$ cat src/rtl/stack_pkg.sv
// Shared definitions for the hardware stack: the {push,pop} operation encoding.
package stack_pkg;
  localparam logic [1:0] OP_IDLE = 2'b00;
  localparam logic [1:0] OP_POP  = 2'b01;
  localparam logic [1:0] OP_PUSH = 2'b10;
  localparam logic [1:0] OP_REPL = 2'b11;
endpackage

$ cat src/rtl/stack_mem.sv
// Register array backing the stack: one synchronous write port, one combinational read port.
module stack_mem #(
  parameter int WIDTH = 8,
  parameter int DEPTH = 256,
  parameter int AW    = $clog2(DEPTH)
) (
  input  logic             clk,
  input  logic             we,
  input  logic [AW-1:0]    waddr,
  input  logic [WIDTH-1:0] wdata,
  input  logic [AW-1:0]    raddr,
  output logic [WIDTH-1:0] rdata
);
  logic [WIDTH-1:0] mem_q [DEPTH];

  // Contents are never reset; only locations below count are ever read meaningfully.
  always_ff @(posedge clk) begin
    if (we) mem_q[waddr] <= wdata;
  end

  // Guards the unused address codes when DEPTH is not a power of two.
  assign rdata = (32'(raddr) < 32'(DEPTH)) ? mem_q[raddr] : '0;
endmodule

$ cat src/rtl/hw_stack.sv
// Parametrised LIFO with registered top-of-stack, registered status flags and sticky error flags.
module hw_stack
  import stack_pkg::*;
#(
  parameter int WIDTH = 8,
  parameter int DEPTH = 256,
  parameter int AFULL = DEPTH - 1,
  localparam int CW   = $clog2(DEPTH + 1)
) (
  input  logic             clk,
  input  logic             Reset,
  input  logic             push,
  input  logic             pop,
  input  logic [WIDTH-1:0] din,
  input  logic             clear_err,
  output logic [WIDTH-1:0] dout,
  output logic [CW-1:0]    count,
  output logic             empty,
  output logic             full,
  output logic             almost_full,
  output logic             overflow,
  output logic             underflow
);
  localparam int AW = $clog2(DEPTH);

  logic [CW-1:0]    count_q, count_d;
  logic [WIDTH-1:0] dout_q, dout_d;
  logic             empty_q, empty_d;
  logic             full_q, full_d;
  logic             afull_q, afull_d;
  logic             ovf_q, ovf_d;
  logic             unf_q, unf_d;
  logic             ovf_new, unf_new;

  logic             mem_we;
  logic [AW-1:0]    mem_waddr;
  logic [AW-1:0]    mem_raddr;
  logic [WIDTH-1:0] mem_rdata;

  // Entry just below the current top, which becomes the new top on a pop.
  assign mem_raddr = AW'(count_q - CW'(2));

  stack_mem #(
    .WIDTH(WIDTH),
    .DEPTH(DEPTH),
    .AW   (AW)
  ) u_mem (
    .clk  (clk),
    .we   (mem_we),
    .waddr(mem_waddr),
    .wdata(din),
    .raddr(mem_raddr),
    .rdata(mem_rdata)
  );

  always_comb begin
    count_d   = count_q;
    dout_d    = dout_q;
    ovf_new   = 1'b0;
    unf_new   = 1'b0;
    mem_we    = 1'b0;
    mem_waddr = AW'(count_q);
    case ({push, pop})
      OP_IDLE: ;
      OP_PUSH: begin
        if (!full_q) begin
          mem_we  = 1'b1;
          count_d = count_q + CW'(1);
          dout_d  = din;
        end else begin
          ovf_new = 1'b1;
        end
      end
      OP_POP: begin
        if (!empty_q) begin
          count_d = count_q - CW'(1);
          dout_d  = (count_q >= CW'(2)) ? mem_rdata : '0;
        end else begin
          unf_new = 1'b1;
        end
      end
      OP_REPL: begin
        // Replace overwrites the top in place; on an empty stack it degenerates to a push.
        mem_we = 1'b1;
        dout_d = din;
        if (empty_q) count_d = CW'(1);
        else         mem_waddr = AW'(count_q - CW'(1));
      end
      default: ;
    endcase

    empty_d = (count_d == '0);
    full_d  = (count_d == CW'(DEPTH));
    afull_d = (count_d >= CW'(AFULL));
    // A new error in the same cycle as clear_err leaves the flag set.
    ovf_d   = (ovf_q & ~clear_err) | ovf_new;
    unf_d   = (unf_q & ~clear_err) | unf_new;
  end

  always_ff @(posedge clk or posedge Reset) begin
    if (Reset) begin
      count_q <= '0;
      dout_q  <= '0;
      empty_q <= 1'b1;
      full_q  <= 1'b0;
      afull_q <= 1'b0;
      ovf_q   <= 1'b0;
      unf_q   <= 1'b0;
    end else begin
      count_q <= count_d;
      dout_q  <= dout_d;
      empty_q <= empty_d;
      full_q  <= full_d;
      afull_q <= afull_d;
      ovf_q   <= ovf_d;
      unf_q   <= unf_d;
    end
  end

  assign dout        = dout_q;
  assign count       = count_q;
  assign empty       = empty_q;
  assign full        = full_q;
  assign almost_full = afull_q;
  assign overflow    = ovf_q;
  assign underflow   = unf_q;
endmodule

$ cat config.mk
export PLATFORM = sky130hd
export DESIGN_NAME = hw_stack
export DESIGN_NICKNAME = d
export VERILOG_FILES = /design/src/rtl/stack_pkg.sv /design/src/rtl/stack_mem.sv /design/src/rtl/hw_stack.sv
export SDC_FILE = /design/constraint.sdc
export NUM_CORES = 2
export LEC_CHECK = 0
export CAP_MARGIN = 10
export CORE_MARGIN = 2
export CORE_UTILIZATION = 35
export CTS_CLUSTER_DIAMETER = 150
export DETAILED_ROUTE_END_ITERATION = 6
export SYNTH_ARGS = -nofsm -noshare
export SYNTH_HDL_FRONTEND = slang
export SYNTH_SLANG_ARGS = --single-unit
$ cat constraint.sdc
create_clock -name clk -period 4.5 [get_ports clk]
set_clock_uncertainty 0.15 [all_clocks]
set_input_delay 0.9 -clock clk [delete_from_list [all_inputs] [get_ports clk]]
set_output_delay 0.9 -clock clk [all_outputs]
set_load 0.01 [all_outputs]
==> reports/metrics.csv <==
stage,metric,value,unit
synthesis,YS warnings,0,
sta,Sum Neg Setup Slack,0,ps
sta,Slew @ Worst Pin,1320,ps
global_routing,initial antenna violation count,4,
drt,Via Count,42400,
worst_hold_path,HP Start,din[5],
worst_setup_path,CP Class,register to register,
cells_and_area,multi-input logic area,0.0180,sq mm
synthesis,Post-Syn Area per Cell,20.6,sq um
job,Max-Cap Viols,0,
synthesis,Yosys cell types,76,
sta,post-layout minimum cycle time,4360,ps
global_routing,largest net degree at the start of global routing,129,
worst_hold_path,HP Class,input pin to register,
clocking,Worst-Skew Late Latency,870,ps
cells_and_area,NumNets Final,4446,
synthesis,post-synthesis mux area share,15.6,%
clocking,CTS Sinks,2070,
die,core region area,0.230,sq mm
global_routing,Total GRT Usage,19.1,%
synthesis,Post-synth ARST share,1.06,%
synthesis,Post-Syn Area,0.0812,sq mm
cells_and_area,layout cells sized above 1,28.9,%
die,# IOs,35,
clocking,CTS tree,done,
cells_and_area,Reg area,0.0621,sq mm
die,total die area,0.236,sq mm
pwr,Pwr Density,610,mW/mm^2
clocking,clk slew on worst S/H paths,70,ps
synthesis,"EDFF count, synth",2048,
clocking,number of setup buffers added after CTS,0,
pwr,Clock Power Share,28.6,%
die,die height,486,microns
clocking,root buffer cell,clkbuf_16,
worst_setup_path,R2R Setup Slk,140,ps
synthesis,sequential area share after synthesis,76.4,%
cells_and_area,Final Util,41.2,%
cells_and_area,P&R area growth vs syn,16.7,%
synthesis,post-synthesis instance total,3936,
pwr,Lkg Pwr,30.1,nW
pwr,Comb pwr share,33.8,%
die,FP Rows,176,
synthesis,Post-Synth Adder-Cell Area,0.108,%
worst_setup_path,Worst EP arrival,4950,ps
cells_and_area,Filler cells,20100,
drt,Antenna Nets Post-Route,0,
pwr,switching power,0.0201,W
synthesis,Synthesized Nets,3956,
clocking,clock buffer depth,3,
clocking,TritonCTS Buffers,204,
worst_hold_path,WHS Endpoint,u_mem.mem_q[120][5]$_DFFE_PP_,
placed_design,placed insts,7245,
clocking,H-tree Lvls,4,
pwr,P_int,0.0377,W
drt,First-pass DRT Iterations,6,
drt,routed len/inst,29.8,microns
drt,DR DRC count,0,
worst_setup_path,Critical Path RT,5100,ps
worst_hold_path,WHS Path Cells,1,
synthesis,Yosys reg bits,2070,
drt,Iter 0 DRT Violations,5228,
pwr,net switching fraction of the power,34.8,%
placed_design,port buffer count,34,
drt,via/cell ratio,5.57,
pwr,Worst VDD drop,0.000676,V
sta,RSZ-0062 raised after global routing,no,
sta,"Hold Vio Cnt, Final",0,
sta,# setup viols final,0,
placed_design,GPL Wtd Cong,0.892,
synthesis,ys flop type,edfxtp_1,
sta,Fmax,0.230,GHz
die,Initial Util,35.3,%
sta,final period utilization,96.8,%
worst_setup_path,r2r startpoint,count[2]$_DFF_PP0_,
synthesis,largest family of logic cells by synthesized area,multiplexers,
worst_setup_path,Worst Reg-to-Reg Cells,11,
synthesis,synthesized-area fraction occupied by and/or/nand/nor cells,3.58,%
placed_design,DP HPWL,141000,microns
global_routing,vias in the first global route,42100,
clocking,Hold Buf Count CTS,0,
pwr,share of total power in sequential cells,37.6,%
outcome,status,finished clean,
global_routing,Congestion Overflow GR,0,
sta,Slew headroom,12.0,%
worst_setup_path,reg-to-reg endpoint,dout[2]$_DFFE_PP0P_,
worst_setup_path,Worst Path Max Fanout,10,
worst_setup_path,Startpoint Class,register,
synthesis,area share of xor/xnor cells in the synthesized design,0.222,%
worst_setup_path,crit end category,register,
synthesis,post-synthesis compound-gate area fraction,2.47,%
cells_and_area,filler-free cell count of the finished design,7621,
sta,Max Slew Vio Count,0,
die,Die X,486,microns
global_routing,global-route wire length before repair,322000,microns
drt,WL final,227000,microns
## state kept, by name, indices dropped and copies added (netlist names)
signal	count
almost_full	1
overflow	1
count	9
dout	8
u_mem.mem_q	2048
full	1
underflow	1
empty	1
## synth_stat cells, drive strengths merged (8+ instances only)
library cell  number  share of area, %
o22ai             30              0.23
nand3             49              0.30
dfrtp             21              0.65
nor2b              8             0.062
a21oi             60              0.37
xnor2             10              0.12
mux4             521                14
buf              142               1.1
clkbuf            89              0.41
a31oi             33              0.25
nand2            210              0.97
nor3              29              0.18
mux2i             93               1.1
a22oi             28              0.26
inv               12             0.055
o21ai             26              0.16
edfxtp          2048                76
a32oi              8             0.086
xor2               8              0.10
nand4             19              0.15
nor2             333               1.5
a221oi             9             0.097
o221ai            20              0.22
and3              18              0.14
o311ai             8             0.086
## worst max path at each step
stage	start	end	slack (ps)	depth (start not counted)
2_1_floorplan	count[1]$_DFF_PP0_	u_mem.mem_q[160][0]$_DFFE_PP_	50	15
3_3_place_gp	count[2]$_DFF_PP0_	dout[2]$_DFFE_PP0P_	-2	12
3_5_place_dp	count[2]$_DFF_PP0_	dout[2]$_DFFE_PP0P_	30	11
4_1_cts	count[2]$_DFF_PP0_	dout[2]$_DFFE_PP0P_	210	11
5_1_grt	count[2]$_DFF_PP0_	dout[2]$_DFFE_PP0P_	80	12
6_report	count[2]$_DFF_PP0_	dout[2]$_DFFE_PP0P_	140	11
## power groups by stage
stage / logic, W / clock network (W) / registers (W)
after floorplan: 0.0106 / 0 / 0.0220
after global routing: 0.0203 / 0.0175 / 0.0217
final: 0.0196 / 0.0166 / 0.0217
after global placement: 0.0194 / 0 / 0.0221
after CTS: 0.0195 / 0.0168 / 0.0217
after detailed placement: 0.0195 / 0 / 0.0221
## metal layers
metal	wire length, microns	track usage (%)	up-vias
li1	-	-	17300
met1	90600	25.8	22700
met2	110000	30.7	2089
met3	18600	3.54	354
met4	8440	7.02	4
met5	28	0	-
## area by class of cell
| type | count | area share (%) |
|---|---|---|
| clock buffer | 245 | 5.62 |
| inverter | 12 | 0.0501 |
| multi-input combinational | 1623 | 19.0 |
| sequential | 2070 | 65.4 |
| clock inverter | 129 | 1.19 |
| tap | 3026 | 3.99 |
| antenna | 1 | 0.00264 |
| timing repair buffer | 515 | 4.73 |
## cells in the final DEF (no fill, tap or decap), types with 8 or more instances in the layout
| cell type | netlist | routed |
|---|---|---|
| a32oi_1 | 8 | 8 |
| clkbuf_16 | 0 | 207 |
| o221ai_1 | 20 | 20 |
| o21ai_0 | 23 | 23 |
| nand2_2 | 1 | 8 |
| edfxtp_1 | 2048 | 2048 |
| a31oi_1 | 33 | 33 |
| clkinvlp_4 | 0 | 8 |
| and3_1 | 18 | 18 |
| inv_1 | 10 | 10 |
| nand2_1 | 209 | 202 |
| nand3_1 | 49 | 49 |
| a221oi_1 | 9 | 9 |
| a21oi_1 | 60 | 60 |
| nor2_1 | 331 | 330 |
| nor2b_1 | 8 | 8 |
| clkbuf_1 | 89 | 37 |
| bufinv_16 | 0 | 13 |
| clkbuf_8 | 0 | 10 |
| nor3_1 | 28 | 28 |
| buf_12 | 0 | 40 |
| dfrtp_1 | 21 | 19 |
| o22ai_1 | 30 | 30 |
| clkinv_1 | 0 | 53 |
| mux4_2 | 521 | 521 |
| clkinv_2 | 0 | 40 |
| clkdlybuf4s50_1 | 0 | 26 |
| a22oi_1 | 28 | 28 |
| mux2i_1 | 93 | 93 |
| nand4_1 | 19 | 19 |
| buf_4 | 40 | 440 |
## stage by stage
stage	worst slack [ps]	total power, W	hold slack (ps)	instance area (sq um)
2_1_floorplan	51.8	0.0326	369	81200
6_report	144	0.0579	341	94800
3_3_place_gp	-2.34	0.0416	550	88400
5_1_grt	82.4	0.0595	311	94800
3_5_place_dp	28.3	0.0416	571	88400
4_1_cts	209	0.0581	288	94800
## critical path, cell delays in order, from the launching register on
cell and delay, ps:
dfrtp_1 370, inv_1 160, ha_1 430, xor2_4 460, buf_4 330, mux4_2 340
mux4_2 530, nand2_1 100, a31oi_1 210, a2111oi_1 830, buf_4 230, o31ai_1 70
## timing repair
item                                   in CTS  in global routing
resized for setup                           1                  0
endpoints found under the hold margin       0                  0
setup endpoints to repair                   1                  0
## kinds of logic (layout without fill, tap and decap cells)
| family | count (synthesis) | in the layout |
|---|---|---|
| simple gates | 691 | 691 |
| mux | 618 | 618 |
| xor+xnor | 18 | 18 |
| buf+inv | 243 | 901 |
| other cells | 0 | 1 |
| fa+ha+maj | 7 | 7 |
| compound gates | 289 | 289 |
| flops | 2070 | 2070 |
No activity file was read; power rests on OpenSTA's default activity.
